### src/rtl/pb_debounce_pkg.sv
// Shared types and default parameters for the pushbutton debounce controller.
package pb_debounce_pkg;

  typedef enum logic [1:0] {
    REL       = 2'd0,
    PRESS_CHK = 2'd1,
    PRS       = 2'd2,
    REL_CHK   = 2'd3
  } pb_state_t;

  localparam int NUM_BUTTONS_DEF    = 4;
  localparam int TICK_PERIOD_DEF    = 50000;
  localparam int DEBOUNCE_TICKS_DEF = 10;
  localparam int HOLD_TICKS_DEF     = 1000;
  localparam int REPEAT_TICKS_DEF   = 250;

  // Never returns 0 so a degenerate parameter still yields a legal vector.
  function automatic int cnt_width(input int max_val);
    return (max_val > 1) ? $clog2(max_val) : 1;
  endfunction

endpackage

### src/rtl/pb_debounce_if.sv
// Button inputs and debounced event outputs between the debouncer and its consumer.
interface pb_debounce_if
  import pb_debounce_pkg::*;
#(
  parameter int NUM_BUTTONS = NUM_BUTTONS_DEF
);
  logic [NUM_BUTTONS-1:0] PUSH_BUTTON_N_I;
  logic                   tick_o;
  logic [NUM_BUTTONS-1:0] button_level_o;
  logic [NUM_BUTTONS-1:0] press_pulse_o;
  logic [NUM_BUTTONS-1:0] release_pulse_o;
  logic [NUM_BUTTONS-1:0] hold_pulse_o;

  modport master (
    input  PUSH_BUTTON_N_I,
    output tick_o, button_level_o, press_pulse_o, release_pulse_o, hold_pulse_o
  );

  modport slave (
    output PUSH_BUTTON_N_I,
    input  tick_o, button_level_o, press_pulse_o, release_pulse_o, hold_pulse_o
  );
endinterface

### src/rtl/pb_debounce_channel.sv
// One pushbutton: 2-flop synchroniser, debounce FSM, hold/repeat counter, registered pulses.
//   state     | meaning
//   REL       | released, waiting for a pressed sample
//   PRESS_CHK | counting consecutive pressed samples
//   PRS       | pressed, hold counter running
//   REL_CHK   | counting consecutive released samples
module pb_debounce_channel
  import pb_debounce_pkg::*;
#(
  parameter int DEBOUNCE_TICKS = DEBOUNCE_TICKS_DEF,
  parameter int HOLD_TICKS     = HOLD_TICKS_DEF,
  parameter int REPEAT_TICKS   = REPEAT_TICKS_DEF
) (
  input  logic clk_i,
  input  logic rst_i,
  input  logic tick_i,
  input  logic btn_n_i,
  output logic level_o,
  output logic press_o,
  output logic release_o,
  output logic hold_o
);
  localparam int SW = cnt_width(DEBOUNCE_TICKS + 1);
  localparam int HW = cnt_width(HOLD_TICKS + 1);
  localparam logic [SW-1:0] STAB_ONE    = SW'(1);
  localparam logic [SW-1:0] STAB_LAST   = SW'(DEBOUNCE_TICKS - 1);
  localparam logic [HW-1:0] HOLD_LAST   = HW'(HOLD_TICKS);
  localparam logic [HW-1:0] HOLD_RELOAD = HW'(HOLD_TICKS - REPEAT_TICKS);

  logic [1:0]    sync_q;
  pb_state_t     state_q, state_d;
  logic [SW-1:0] stab_q, stab_d;
  logic [HW-1:0] hold_cnt_q, hold_cnt_d, hold_inc;
  logic          level_q, level_d;
  logic          press_q, press_d;
  logic          release_q, release_d;
  logic          hold_q, hold_d;
  logic          sample;

  assign sample = sync_q[1];

  always_ff @(posedge clk_i) begin
    if (rst_i) begin
      sync_q     <= '0;
      state_q    <= REL;
      stab_q     <= '0;
      hold_cnt_q <= '0;
      level_q    <= 1'b0;
      press_q    <= 1'b0;
      release_q  <= 1'b0;
      hold_q     <= 1'b0;
    end else begin
      sync_q     <= {sync_q[0], ~btn_n_i};
      state_q    <= state_d;
      stab_q     <= stab_d;
      hold_cnt_q <= hold_cnt_d;
      level_q    <= level_d;
      press_q    <= press_d;
      release_q  <= release_d;
      hold_q     <= hold_d;
    end
  end

  always_comb begin
    state_d    = state_q;
    stab_d     = stab_q;
    hold_cnt_d = hold_cnt_q;
    press_d    = 1'b0;
    release_d  = 1'b0;
    hold_d     = 1'b0;
    hold_inc   = hold_cnt_q + 1'b1;
    if (tick_i) begin
      case (state_q)
        REL: begin
          if (sample) begin
            state_d = PRESS_CHK;
            stab_d  = STAB_ONE;
          end
        end
        PRESS_CHK: begin
          if (!sample) begin
            state_d = REL;
            stab_d  = '0;
          end else if (stab_q == STAB_LAST) begin
            state_d    = PRS;
            press_d    = 1'b1;
            hold_cnt_d = '0;
          end else begin
            stab_d = stab_q + 1'b1;
          end
        end
        PRS: begin
          if (!sample) begin
            state_d = REL_CHK;
            stab_d  = STAB_ONE;
          end else if (hold_inc == HOLD_LAST) begin
            hold_d     = 1'b1;
            hold_cnt_d = HOLD_RELOAD;
          end else begin
            hold_cnt_d = hold_inc;
          end
        end
        REL_CHK: begin
          // A short release glitch returns here with the hold count untouched.
          if (sample) begin
            state_d = PRS;
          end else if (stab_q == STAB_LAST) begin
            state_d   = REL;
            release_d = 1'b1;
          end else begin
            stab_d = stab_q + 1'b1;
          end
        end
        default: state_d = REL;
      endcase
    end
    level_d = (state_d == PRS) || (state_d == REL_CHK);
  end

  assign level_o   = level_q;
  assign press_o   = press_q;
  assign release_o = release_q;
  assign hold_o    = hold_q;

endmodule

### src/rtl/pb_debounce_ctrl.sv
// Pushbutton input stage: shared sample-tick generator feeding independent debounce channels.
module pb_debounce_ctrl
  import pb_debounce_pkg::*;
#(
  parameter int NUM_BUTTONS    = NUM_BUTTONS_DEF,
  parameter int TICK_PERIOD    = TICK_PERIOD_DEF,
  parameter int DEBOUNCE_TICKS = DEBOUNCE_TICKS_DEF,
  parameter int HOLD_TICKS     = HOLD_TICKS_DEF,
  parameter int REPEAT_TICKS   = REPEAT_TICKS_DEF
) (
  input  logic          CLOCK_50_I,
  input  logic          reset,
  pb_debounce_if.master bus
);
  localparam int TW = cnt_width(TICK_PERIOD);
  localparam logic [TW-1:0] TICK_LAST = TW'(TICK_PERIOD - 1);

  if (DEBOUNCE_TICKS < 1 || REPEAT_TICKS < 1 || HOLD_TICKS < REPEAT_TICKS || TICK_PERIOD < 1)
  begin : g_param_check
    $fatal(1, "pb_debounce_ctrl: illegal debounce/hold/repeat/tick parameters");
  end

  logic [TW-1:0]          tick_cnt_q, tick_cnt_d;
  logic                   tick;
  logic [NUM_BUTTONS-1:0] level, press, release_p, hold;

  assign tick       = (tick_cnt_q == TICK_LAST);
  assign tick_cnt_d = tick ? '0 : tick_cnt_q + 1'b1;

  always_ff @(posedge CLOCK_50_I) begin
    if (reset) tick_cnt_q <= '0;
    else       tick_cnt_q <= tick_cnt_d;
  end

  for (genvar i = 0; i < NUM_BUTTONS; i++) begin : g_ch
    pb_debounce_channel #(
      .DEBOUNCE_TICKS (DEBOUNCE_TICKS),
      .HOLD_TICKS     (HOLD_TICKS),
      .REPEAT_TICKS   (REPEAT_TICKS)
    ) u_ch (
      .clk_i     (CLOCK_50_I),
      .rst_i     (reset),
      .tick_i    (tick),
      .btn_n_i   (bus.PUSH_BUTTON_N_I[i]),
      .level_o   (level[i]),
      .press_o   (press[i]),
      .release_o (release_p[i]),
      .hold_o    (hold[i])
    );
  end

  assign bus.tick_o          = tick;
  assign bus.button_level_o  = level;
  assign bus.press_pulse_o   = press;
  assign bus.release_pulse_o = release_p;
  assign bus.hold_pulse_o    = hold;

endmodule

### src/flat_wrapper.sv
// flat-port wrapper written by rule: the top's interface ports become plain ports
module pb_debounce_ctrl_flat import pb_debounce_pkg::*;
#(
  parameter int NUM_BUTTONS    = NUM_BUTTONS_DEF,
  parameter int TICK_PERIOD    = TICK_PERIOD_DEF,
  parameter int DEBOUNCE_TICKS = DEBOUNCE_TICKS_DEF,
  parameter int HOLD_TICKS     = HOLD_TICKS_DEF,
  parameter int REPEAT_TICKS   = REPEAT_TICKS_DEF
)
  (CLOCK_50_I, reset, bus_PUSH_BUTTON_N_I, bus_tick_o, bus_button_level_o, bus_press_pulse_o, bus_release_pulse_o, bus_hold_pulse_o);
  pb_debounce_if #(.NUM_BUTTONS(NUM_BUTTONS)) bus_i ();
  input  logic CLOCK_50_I;
  input  logic reset;
  input wire logic [$bits(bus_i.PUSH_BUTTON_N_I)-1:0] bus_PUSH_BUTTON_N_I;
  output wire logic [$bits(bus_i.tick_o)-1:0] bus_tick_o;
  output wire logic [$bits(bus_i.button_level_o)-1:0] bus_button_level_o;
  output wire logic [$bits(bus_i.press_pulse_o)-1:0] bus_press_pulse_o;
  output wire logic [$bits(bus_i.release_pulse_o)-1:0] bus_release_pulse_o;
  output wire logic [$bits(bus_i.hold_pulse_o)-1:0] bus_hold_pulse_o;
  assign bus_i.PUSH_BUTTON_N_I = bus_PUSH_BUTTON_N_I;
  assign bus_tick_o = bus_i.tick_o;
  assign bus_button_level_o = bus_i.button_level_o;
  assign bus_press_pulse_o = bus_i.press_pulse_o;
  assign bus_release_pulse_o = bus_i.release_pulse_o;
  assign bus_hold_pulse_o = bus_i.hold_pulse_o;
  pb_debounce_ctrl #(.NUM_BUTTONS(NUM_BUTTONS), .TICK_PERIOD(TICK_PERIOD), .DEBOUNCE_TICKS(DEBOUNCE_TICKS), .HOLD_TICKS(HOLD_TICKS), .REPEAT_TICKS(REPEAT_TICKS)) u_core (.CLOCK_50_I(CLOCK_50_I), .reset(reset), .bus(bus_i));
endmodule
### config.mk
export PLATFORM = sky130hd
export DESIGN_NAME = pb_debounce_ctrl_flat
export DESIGN_NICKNAME = d
export VERILOG_FILES = /design/src/rtl/pb_debounce_pkg.sv /design/src/rtl/pb_debounce_if.sv /design/src/rtl/pb_debounce_channel.sv /design/src/rtl/pb_debounce_ctrl.sv /design/src/flat_wrapper.sv
export SDC_FILE = /design/constraint.sdc
export NUM_CORES = 1
export LEC_CHECK = 0
export CORE_AREA = 10 10 110 112
export CTS_CLUSTER_DIAMETER = 30
export DETAILED_ROUTE_END_ITERATION = 6
export DIE_AREA = 0 0 120 122
export PLACE_DENSITY = 0.71
export SLEW_MARGIN = 20
export SYNTH_ARGS = -nofsm -noshare
export SYNTH_HDL_FRONTEND = slang
export SYNTH_HIERARCHICAL = 1
export SYNTH_SLANG_ARGS = --single-unit
### constraint.sdc
create_clock -name CLOCK_50_I -period 4.25 [get_ports CLOCK_50_I]
set_input_delay 0.6375 -clock CLOCK_50_I [delete_from_list [all_inputs] [get_ports CLOCK_50_I]]
set_output_delay 0.6375 -clock CLOCK_50_I [all_outputs]
set_load 0.05 [all_outputs]
==> flow_results.org, run 1 <==
** Outcome
- Result of the run :: finished clean

** STA
- Post-Route Skew :: 9.56 ps
- After layout, the worst path uses 80.1% of the clock period.
- Summed negative setup slack over all endpoints :: 0 ps
- Minimum clock period :: 3400 ps
- Setup violations remaining at the end of the flow were counted as 0.
- Max-slew headroom at the worst pin :: 38.8%
- Maximum clock frequency :: 294 MHz
- Slew at the pin closest to its max-slew limit :: 919 ps
- Fin. max-slew vios :: 0
- Setup repair after global routing missed its margin :: false
- Final Hold Violating Endpoints :: 0

** Route
- Dividing the detail-routed via count by the number of cells gives 5.66.
- For this block, the routed nets add up to 10400 µm of wire.
- For this block, the initial DRC count from the detailed router was 306.
- DRT Pass-1 Iters :: 4
- Via count :: 4519
- In this run the remaining antenna-violating nets after routing total 0.
- Post-detailed-route wirelength per cell :: 13.1 µm
- In the routed design, unresolved DRC markers number 0.

** CTS
- The tree is rooted in a clkbuf_8.
- TritonCTS built the clock tree.
- The clock drives 104 sinks.
- CTS H-tree depth :: 3
- Gates resized during post-CTS repair numbered 0.
- Skew-Pair Late Insertion Delay :: 380 ps
- TritonCTS created 9 clock buffers.
- After clock tree synthesis, the clock-pin slew on the worst setup and hold paths is 90 ps.
- CTS Hold Buffers Added :: 0
- Buffers added to address setup during post-CTS repair amount to 0.
- The clock passes through at most 2 buffers.

** GRT
- Aggregate global-route resource usage :: 14.5%
- Pin count of the biggest net entering global routing :: 51
- Vias in the first global route :: 4082
- GRT Residual Overflow :: 0
- The initial antenna violation count came to 0.
- Global-route wire length before repair :: 18200 µm

** Finish
- Leaving out filler cells and counting taps, the final layout contains 798.
- The number of antenna diodes in the final layout is 0.
- Cells with a size suffix above 1 make up 7.40% of the layout.
- From synthesis to final layout, the design area changed by 10.4%.
- Layout Nets :: 676
- Number of fill cells in the layout :: 924

** Worst setup path
- In this run the critical register-to-register path is launched from u_core/tick_cnt_q[0]$_SDFF_PP0_.
- STA classifies the critical path endpoint as a primary output.
- Setup CP Type :: flop to primary output
- Along the worst path, the maximum fanout reaches 30.
- Critical Path Source Type :: flop
- For the worst setup path, the data required time is 3610 ps.
- Data arrival time at the worst-slack endpoint :: 2770 ps
- For the worst flop-to-flop path, the logic depth is 8.
- Setup slack on the worst reg-to-reg path comes out at 1370 ps.
- End of the worst register-to-register path :: u_core/g_ch[3].u_ch/hold_cnt_q[8]$_SDFFE_PP0P_

** Floorplan
- The die covers 0.0146 mm².
- Standard-cell rows :: 37
- For this design the top-level I/O count stands at 23.
- The initial utilization of the core area, before any placement, comes to 52.6%.
- After floorplanning, the core was sized to cover 0.0100 mm².
- Die extent in y :: 122 µm
- Die width :: 120 µm

** Pwr
- Power spread over the standard cell area amounts to 292 mW/mm².
- IR analysis of the VDD net gives a maximum drop of 230 µV.
- Final total power :: 0.00170 W
- Static leakage :: 2.01 nW

** Placed design
- Final HPWL DP :: 7290 µm
- Port-buffer cells :: 22
- Routability-driven placement finished with a final weighted congestion of 0.840.
- After detailed placement, the design holds a cell count of 782.

** Synthesis
- When the netlist entered floorplanning its net count stood at 659.
- Cell count after synthesis :: 640
- The mapped netlist covers 0.00528 mm².
- Post-synthesis async set-or-reset flop share :: 0%
- The share of the Yosys chip area taken by registers is 39.4%.
- In this run, synthesis produced a sequential element count of 104.
- In the synthesized netlist the dominant register cell turns out to be dfxtp_1.
- Yosys mapped a number of flops with a built-in enable equal to 0.
- Yosys warning total :: 6
- Number of distinct library cells after synthesis :: 48
- Post-synthesis area per instance :: 8.25 µm²

** Min path
- Counting instances, the worst hold path has a depth of 1.
- The worst hold path belongs to the class flop to flop.
- Worst-case hold path end point :: u_core/g_ch[1].u_ch/sync_q[1]$_SDFF_PP0_
- Startpoint of the worst hold path :: u_core/g_ch[1].u_ch/sync_q[0]$_SDFF_PP0_

** Run
- Max-cap violations in this run came to 0.
## cell families (layout without fill, tap and decap cells)
family / after synthesis / in the layout / share of synthesized area [%]
compound gates: 132 / 132 / 15.9
flops: 104 / 104 / 39.4
mux: 8 / 8 / 1.61
xor+xnor: 26 / 26 / 4.31
simple gates: 327 / 327 / 33.2
fa+ha+maj: 13 / 13 / 3.08
buf+inv: 30 / 52 / 2.49
## per-layer routing
metal	vias to the layer above	wire, µm	global-route usage (%)
li1	2342	-	-
met1	2116	5150	18.0
met2	53	4830	23.6
met3	8	349	4.39
met4	0	115	4.60
met5	-	0	0
## critical path: stages, from the launching register on
cell	delay (ps)
dfxtp_1	380
ha_1	190
nand3_1	290
nor4_4	350
buf_4	320
clkdlybuf4s50_1	860
## per-stage QoR
stage               worst slack, ps  instance area (µm²)  util (%)  hold slack [ps]
global placement               1280                 5610      55.8              420
CTS                             811                 5830      58.1              451
global route                    641                 5830      58.1              462
detailed placement             1240                 5610      55.8              427
floorplan                       100                 5280         -              414
finish                          845                 5830      58.1              449
## Yosys cell counts (all sizes together), types with 5 or more instances
cell | number | area [µm²]
dfxtp | 104 | 2080
nor2 | 104 | 400
nand2 | 75 | 312
a21oi | 40 | 200
o21ai | 40 | 200
nand3 | 21 | 105
xnor2 | 21 | 184
nor3 | 19 | 95.1
nor4 | 17 | 173
a311oi | 16 | 140
clkbuf | 16 | 60.1
ha | 13 | 163
inv | 12 | 45.0
nand4 | 11 | 68.8
or2 | 9 | 56.3
a211oi | 8 | 60.1
and2 | 8 | 50.1
and3 | 8 | 50.1
nand2b | 8 | 50.1
nand3b | 8 | 60.1
nor2b | 8 | 50.1
xor2 | 5 | 43.8
## worst max-delay path by stage
stage	end	from	slack, ps	cells after the start
6_report	bus_tick_o	u_core/tick_cnt_q[0]$_SDFF_PP0_	850	5
5_1_grt	bus_tick_o	u_core/tick_cnt_q[0]$_SDFF_PP0_	640	5
4_1_cts	bus_tick_o	u_core/tick_cnt_q[0]$_SDFF_PP0_	810	5
3_5_place_dp	bus_tick_o	u_core/tick_cnt_q[0]$_SDFF_PP0_	1240	5
3_3_place_gp	bus_tick_o	u_core/tick_cnt_q[0]$_SDFF_PP0_	1280	5
2_1_floorplan	u_core/g_ch[0].u_ch/hold_cnt_q[8]$_SDFFE_PP0P_	u_core/tick_cnt_q[5]$_SDFF_PP0_	100	6
## placed cells by master (no fill, tap or decap), drive strengths merged, types with 9 or more instances in the layout
master / count
clkbuf: 9
dfxtp: 104
nor4: 17
ha: 13
or2: 9
a311oi: 16
xnor2: 21
o21ai: 40
clkdlybuf4s50: 21
nor3: 19
inv: 14
nand2: 75
nand4: 11
a21oi: 40
nor2: 104
nand3: 21
## sequential cells by signal, indices dropped and copies added, names as in the netlist
register and flops:
u_core/g_ch.u_ch/stab_q 16, u_core/g_ch.u_ch/state_q 8, u_core/g_ch.u_ch/press_o 4, u_core/tick_cnt_q 16
u_core/g_ch.u_ch/hold_cnt_q 40, u_core/g_ch.u_ch/release_o 4, u_core/g_ch.u_ch/hold_o 4, u_core/g_ch.u_ch/sync_q 8
u_core/g_ch.u_ch/level_o 4
## report_power, final
part	switching, W	internal, W	total [W]
clock network	0.000348	0.000338	0.000685
registers	0.00000506	0.000980	0.000985
logic	0.0000212	0.0000105	0.0000318
## cell type report
cell class                      count  area [µm²]  share of cell area (%)
Clock inverter                      7         103                    1.76
Timing Repair Buffer               24         230                    3.95
Sequential cell                   104        2080                    35.7
Clock buffer                        9         124                    2.12
Tap cell                          136         170                    2.92
Inverter                           12        45.0                   0.772
Multi-Input combinational cell    506        3080                    52.8
Note: power is estimated with default switching activity, not from simulation.
==> run 2, diff against run 1 <==
- clock period: 4.25 -> 3.2 ns (I/O delays scaled with it)
==> run 2 against run 1 <==
Net effect: power rose by 32%; global-route usage rose by 0.41 points; first-iteration DRC count fell by 2.0%; non-clock buffer count rose by 3; worst setup slack got worse by 280 ps; largest cell class unchanged; largest power group unchanged; wire length rose by 2.0%; via count rose by 0.13%; count of clock-buffer cells in the layout did not move.
==> flow_results.org, run 2 (same netlist as run 1, synthesis figures left out) <==
** Finish
- The flip-flop count of the largest register, all copies and words added was 40 (unchanged).
- The diode insertion count for antenna repair is 0 (unchanged).
- Final Non-Filler Cells :: 801 (+0.38%)
- Fraction of layout cells with a size suffix above 1 :: 11.9% (+4.5 points)
- Layout Nets :: 679 (+0.44%)
- Largest registers in the final layout :: u_core/g_ch.u_ch/hold_cnt_q: 40 flops, u_core/g_ch.u_ch/stab_q: 16 flops, u_core/tick_cnt_q: 16 flops
- More flip-flops sit in one register than any other, and that register is u_core/g_ch.u_ch/hold_cnt_q.
- In the layout the commonest cells are dfxtp_1, nor2_1, nand2_1.
- Signed area change from the synthesized netlist to the final layout :: 13.3%
- Leaving out fill and tap cells, the most frequent cell in the layout is dfxtp_1.

** CTS
- CTS H-tree depth :: 3 (unchanged)
- The clock input transition at the sequential cells of the worst setup and hold paths was 90 ps (about the same).
- The number of resized instances in the post-cts repair step was 0 (unchanged).
- TritonCTS Buffers :: 9 (unchanged)
- Skew-Pair Late Insertion Delay :: 370 ps (about the same)
- Setup repair bufs after CTS :: 0 (unchanged)
- The maximum clock path buffer count was 2 (unchanged).
- CTS sink count :: 104 (unchanged)
- CTS tree :: yes
- CTS Hold Buffers Added :: 0 (unchanged)
- Clock Tree Root :: clkbuf_8

** Route
- The detailed-route wire length per cell came to 13.3 µm (+1.6%).
- Via-to-Cell Ratio :: 5.65 (-0.24%)
- DRC marker count from the first detailed-route iteration :: 300 (-2.0%)
- The number of optimization iterations in the first detailed-route pass came to 4 (unchanged).
- The post-route antenna net violation count is 0 (unchanged).
- The total wire length after detailed routing is 10700 µm (+2.0%).
- The total number of vias is 4525 (+0.13%).
- The number of DRC violations after detailed routing was 0 (unchanged).

** Worst setup path
- The most critical setup path has its startpoint at u_core/tick_cnt_q[0]$_SDFF_PP0_.
- FF-to-FF path depth :: 8 (unchanged)
- Series of cell instances along the critical path :: ha_1 > nand3_1 > nor4_4 > buf_4 > nand2_1 > a21oi_2 > nor2_1 > a221o_1
- Crit path depth :: 8 (+3)
- Setup CP Type :: flop to flop
- The signal arrival time at the worst endpoint came to 2900 ps (+130 ps).
- CP bufs+invs :: 1 (-1)
- Data required time of the critical path :: 3460 ps (-150 ps)
- Critical Path Source Type :: flop
- Setup slack on the worst flop-to-flop path :: 570 ps (-800 ps)
- The delay of the slowest critical-path stage came to 380 ps (-480 ps).
- Cell with the largest stage delay on the worst path :: dfxtp_1
- Among cell families on the critical path, the largest total delay comes from simple AND/OR/NAND/NOR gates.
- Crit Path Max Fanout :: 23 (-23%)
- The endpoint identified for the worst register-to-register timing path is u_core/g_ch[0].u_ch/hold_cnt_q[8]$_SDFFE_PP0P_.
- The worst register-to-register path begins at u_core/tick_cnt_q[0]$_SDFF_PP0_.
- STA classifies the critical path endpoint as a flop.

** Floorplan
- Full die area :: 0.0146 mm² (unchanged)
- The vertical extent of the die was 122 µm (unchanged).
- The standard-cell row count was 37 (unchanged).
- Die width :: 120 µm (unchanged)
- Starting density of the core :: 52.6% (unchanged)
- The number of top-level pins is 23 (unchanged).
- The total core area was 0.0100 mm² (unchanged).

** STA
- The clock skew after layout came to 12.5 ps (+2.93 ps).
- The final count of pins violating max slew is 0 (unchanged).
- The number of hold violations in the final report is 0 (unchanged).
- The number of failing setup endpoints in the final timing report is 0 (unchanged).
- The actual transition at the worst max-transition pin was 635 ps (-284 ps).
- Minimum clock period :: 2630 ps
- The worst-case headroom to the max-slew limit was 57.7% (+19 points).
- Setup repair after global routing missed its margin :: false
- Of the available clock period, the critical path in the final layout requires 82.3%.
- Maximum clock frequency :: 380 MHz

** Pwr
- Power density over the cells :: 375 mW/mm² (+28%)
- Static leakage :: 2.03 nW (+1.3%)
- The post-route total power came to 0.00224 W (+32%).
- Worst IR drop on VDD :: 361 µV (+57%)

** Placed design
- Final HPWL DP :: 7540 µm (+3.5%)
- Cells after DPL :: 785 (+0.38%)
- Port-buffer cells :: 22 (unchanged)
- The placer's final routability congestion estimate is 0.851 (+1.3%).

** Outcome
- The flow ran to the end, and the final reports show no timing, DRC or antenna violations.

** Min path
- The path with the worst hold slack has its endpoint at u_core/g_ch[1].u_ch/sync_q[1]$_SDFF_PP0_.
- Startpoint of the worst hold path :: u_core/g_ch[1].u_ch/sync_q[0]$_SDFF_PP0_
- The number of cells traversed by the worst hold path came to 1 (unchanged).
- The worst hold path belongs to the class flop to flop.

** GRT
- Antenna violations before repair :: 0 (unchanged)
- GRT Residual Overflow :: 0 (unchanged)
- The number of global-route vias before repair was 4123 (+1.0%).
- The overall track demand over capacity in global routing came to 14.9% (+0.41 points).
- The largest net degree at the start of global routing was 34 (-33%).
- The wire length of the first global-routing pass came to 18600 µm (+2.4%).

** Run
- The max-cap check violation count is 0 (unchanged).
## run 2: changes by cell type in the layout (fill, tap and decap cells not counted), moves of 4 or more
cell,before,now
or2_4,0,4
o21ai_0,40,34
nor2_1,100,93
nor2_4,0,4
o21ai_1,0,6
or2_2,8,4
a21oi_2,0,4
nor3_1,19,7
a21oi_1,40,36
nor3_2,0,12
## run 2: worst max path at each step
stage	endpoint
floorplan	u_core/g_ch[0].u_ch/hold_cnt_q[8]$_SDFFE_PP0P_
global placement	u_core/g_ch[0].u_ch/hold_cnt_q[8]$_SDFFE_PP0P_
detailed placement	u_core/g_ch[0].u_ch/hold_cnt_q[8]$_SDFFE_PP0P_
CTS	u_core/g_ch[0].u_ch/hold_cnt_q[8]$_SDFFE_PP0P_
global route	u_core/g_ch[0].u_ch/hold_cnt_q[8]$_SDFFE_PP0P_
finish	u_core/g_ch[0].u_ch/hold_cnt_q[8]$_SDFFE_PP0P_
## run 2: layout make-up
class	instances	area (µm²)
Sequential cell	104	2080
Fill cell	938	4060
Clock buffer	9	124
Clock inverter	7	96.3
Multi-Input combinational cell	506	3200
Timing Repair Buffer	27	263
Inverter	12	45.0
Tap cell	136	170
## run 2: worst reg2reg max path: stages (launching register included)
cell	delay (ps)
dfxtp_1	380
ha_1	210
nand3_1	280
nor4_4	370
buf_4	310
nand2_1	170
a21oi_2	300
nor2_1	150
a221o_1	360
## run 2: layer usage
metal / up-vias / track usage, % / share of wire [%]
li1: 2351 / - / -
met1: 2112 / 18.6 / 49
met2: 48 / 24.3 / 47
met3: 14 / 4.02 / 2.8
met4: 0 / 5.13 / 1.4
met5: - / 0 / 0
## run 2: stage by stage
stage,setup slack (ps),hold WS (ps),cell area [µm²],TNS (ps),util [%]
2_1_floorplan,-33.0,414,5460,-156,-
3_3_place_gp,709,418,5770,0,57.4
3_5_place_dp,594,424,5770,0,57.4
4_1_cts,584,446,5990,0,59.6
5_1_grt,387,460,5990,0,59.6
6_report,567,443,5990,0,59.6
## run 2: report_power, final
part / total [W] / internal, W / switching, W / leakage, nW
clock: 0.000891 / 0.000440 / 0.000451 / 0.101
combinational: 0.0000448 / 0.0000160 / 0.0000288 / 1.09
sequential: 0.00131 / 0.00130 / 0.00000654 / 0.841
==> run 3, diff against run 2 <==
- PLACE_DENSITY: 0.71 -> 0.73
- clock period: 3.2 -> 2.35 ns (I/O delays scaled with it)
==> run 3 against run 2 <==
Net effect: sequential share of layout area down 1.3 points; first-iteration DRC count down 17%; global-route usage up 0.71 points; worst setup slack worse by 530 ps; die area unchanged; critical path depth down 3; sequential power up 36%; worst hold slack better by 3.8 ps; via count up 2.2%; non-clock buffer count up 21; critical path type is now flop to primary output; largest cell class unchanged; highest routed layer unchanged.
==> flow_results.org, run 3 (same netlist as run 1, synthesis figures left out) <==
** STA
- Fin. max-slew vios :: 0 (unchanged)
- Subtracting the final worst setup slack from the clock period gives 2310 ps.
- Final period util :: 98.3%
- Number of setup violations in the final report :: 0 (unchanged)
- Static timing analysis puts the maximum clock frequency at 433 MHz.
- Final Worst Setup Slack :: 39.8 ps (-528 ps)
- Final Hold Violating Endpoints :: 0 (unchanged)
- Post-Route Skew :: 11.4 ps (-1.07 ps)
- The final-layout worst hold slack is 447 ps (+3.76 ps).
- Slew at the pin closest to its max-slew limit :: 527 ps (-108 ps)
- Setup repair after global routing missed its margin :: true
- The worst-case headroom to the max-slew limit came to 64.7% (+7.1 points).

** GRT
- Global-route wire length before repair :: 19600 µm (+5.0%)
- The largest net degree at the start of global routing is 24 (-29%).
- The number of global-route vias before repair is 4351 (+5.5%).
- Aggregate global-route resource usage :: 15.6% (+0.71 points)
- Antenna violations before repair :: 0 (unchanged)
- The total overflow reported by the global router came to 0 (unchanged).

** CTS
- CTS Hold Buffers Added :: 0 (unchanged)
- The later-pin clock latency in the skew report is 360 ps (about the same).
- Clock input transition at the sequential cells of the worst setup and hold paths :: 90 ps (about the same)
- The root buffer cell chosen for the clock tree is clkbuf_8.
- CTS sink count :: 104 (unchanged)
- The maximum level of the CTS H-tree is 3 (unchanged).
- The number of clock buffers inserted by TritonCTS is 9 (unchanged).
- TritonCTS built the clock tree.
- Worst-case clock buffer depth :: 2 (unchanged)

** Route
- The number of vias per cell after detailed routing is 5.63 (-0.40%).
- DRT Pass-1 Iters :: 7 (+3)
- DRC marker count from the first detailed-route iteration :: 250 (-17%)
- The total number of vias is 4625 (+2.2%).
- The post-route antenna net violation count is 0 (unchanged).
- Routed Wire Length :: 11200 µm (+5.0%)
- Post-detailed-route wirelength per cell :: 13.6 µm (+2.4%)
- # DRC :: 0 (unchanged)

** Pwr
- Worst IR drop on VDD :: 288 µV (-20%)
- The sequential cell fraction of total power was 58.0% (-0.3 points).
- Net switching share of the total power :: 21.0% (-0.67 points)
- Power density over the cells :: 494 mW/mm² (+32%)
- Clock group share of total power :: 39.9% (+0.2 points)
- Power spent charging and discharging nets :: 0.000645 W (+33%)
- The internal power contribution is 0.00242 W (+38%).
- The leakage power total is 2.14 nW (+5.5%).
- Logic pwr share :: 2.1% (about the same)

** Floorplan
- The standard-cell row count was 37 (unchanged).
- The vertical extent of the die was 122 µm (unchanged).
- Die width :: 120 µm (unchanged)
- Placeable Area :: 0.0100 mm² (unchanged)
- The initial core utilization was 52.6% (unchanged).
- Full die area :: 0.0146 mm² (unchanged)
- The number of top-level pins came to 23 (unchanged).

** Placed design
- Final HPWL DP :: 7990 µm (+5.9%)
- GPL Wtd Cong :: 0.882 (+3.7%)
- The worst slack after detailed placement is 31.0 ps (-563 ps).
- Cells after DPL :: 801 (+2.0%)
- Placement-stage cell area :: 0.00589 mm² (+2.1%)
- Port-buffer cells :: 22 (unchanged)

** Worst setup path
- STA classifies the critical path startpoint as a flop.
- Data required time of the critical path :: 2000 ps (-1460 ps)
- Category of the worst setup path capture point :: primary output
- Setup CP Type :: flop to primary output
- The peak fanout along the critical path came to 8 (-65%).
- The signal arrival time at the worst endpoint is 1960 ps (-940 ps).

** Finish
- Fraction of layout cells with a size suffix above 1 :: 16.6% (+4.7 points)
- The final standard cell count with taps included and fillers excluded came to 822 (+2.6%).
- Largest registers in the final layout :: u_core/g_ch.u_ch/hold_cnt_q: 40 flops, u_core/g_ch.u_ch/stab_q: 16 flops, u_core/tick_cnt_q: 16 flops
- Number of flip-flops under the largest register name :: 40 (unchanged)
- Most frequent cells in the layout :: dfxtp_1, nor2_1, nand2_1
- The number of fill cells in the layout came to 902 (-3.8%).
- Non-Filler Cell Area, Final :: 0.00621 mm² (+3.8%)
- The register with the most flip-flops in the final layout is u_core/g_ch.u_ch/hold_cnt_q.
- Layout Nets :: 700 (+3.1%)
- Number of antenna repair diodes :: 0 (unchanged)
- Compared with the post-synthesis result, the final layout area differs by 17.6%.
- Leading cell type in the layout, fill and taps excluded :: dfxtp_1

** Min path
- The path class of the tightest hold or removal check is flop to flop.

** Run
- The max-cap check violation count is 0 (unchanged).

** Outcome
- The flow ran to the end, and the final reports show no timing, DRC or antenna violations.
[run 3: cell count changes in the layout (fill, tap and decap cells not counted), moves of 2 or more]
cell        delta
nor2_1         -5
nor2_2         +5
o21ai_0        -2
or3_1          -4
o21ai_1        +2
nor4_2         +2
nor3b_1        -2
clkinvlp_4     -3
nor4_1         -2
nor3b_2        +2
buf_4         +19
or3_4          +4
[run 3: worst paths after layout]
check	from	endpoint	slack, ps	cells past startpoint
worst max-delay path	u_core/tick_cnt_q[11]$_SDFF_PP0_	bus_tick_o	40	5
worst max register to register	u_core/tick_cnt_q[11]$_SDFF_PP0_	u_core/g_ch[3].u_ch/hold_cnt_q[8]$_SDFFE_PP0P_	70	7
worst min-delay path	u_core/g_ch[3].u_ch/sync_q[0]$_SDFF_PP0_	u_core/g_ch[3].u_ch/sync_q[1]$_SDFF_PP0_	450	1
worst min register to register	u_core/g_ch[3].u_ch/sync_q[0]$_SDFF_PP0_	u_core/g_ch[3].u_ch/sync_q[1]$_SDFF_PP0_	450	1
[run 3: per-stage QoR]
step,utilization (%),total power (W),setup TNS [ps]
finish,61.9,0.00307,0
global route,61.9,0.00319,-399
CTS,61.0,0.00312,-3.55
detailed placement,58.6,0.00189,0
global placement,58.6,0.00188,0
floorplan,-,0.00186,-52740
[run 3: metal layers]
metal | wire (µm) | vias to the layer above | track usage (%)
met5 | 0 | - | 0
met4 | 230 | 0 | 6.49
met3 | 367 | 17 | 3.10
met2 | 5360 | 61 | 26.4
met1 | 5230 | 2160 | 19.0
li1 | - | 2387 | -
[run 3: timing repair]
action                                  CTS  global route
gates resized for setup                   4            13
endpoints found under the setup margin    2            33
pin swaps                                 1             2
buffers inserted                          0             5
[run 3: final cells by class]
cell class	instances	area, µm²	area share [%]
clock buffer	11	141	2.28
clock inverter	5	78.8	1.27
inverter	12	45.0	0.725
multi-input combinational	506	3260	52.5
sequential	104	2090	33.6
tap	136	170	2.74
timing repair buffer	48	432	6.95
[run 3: power groups by stage]
stage	Sequential, W	Combinational (W)	Clock (W)
floorplan	0.00182	0.0000451	0
global placement	0.00182	0.0000626	0
detailed placement	0.00182	0.0000638	0
CTS	0.00178	0.0000639	0.00127
global route	0.00178	0.0000713	0.00134
finish	0.00178	0.0000634	0.00123
[run 3: critical path: stages (launching register included)]
cell     delay [ps]
dfxtp_2         330
or4b_4          540
nor4_4          300
buf_6           170
buf_8           130
buf_12          140
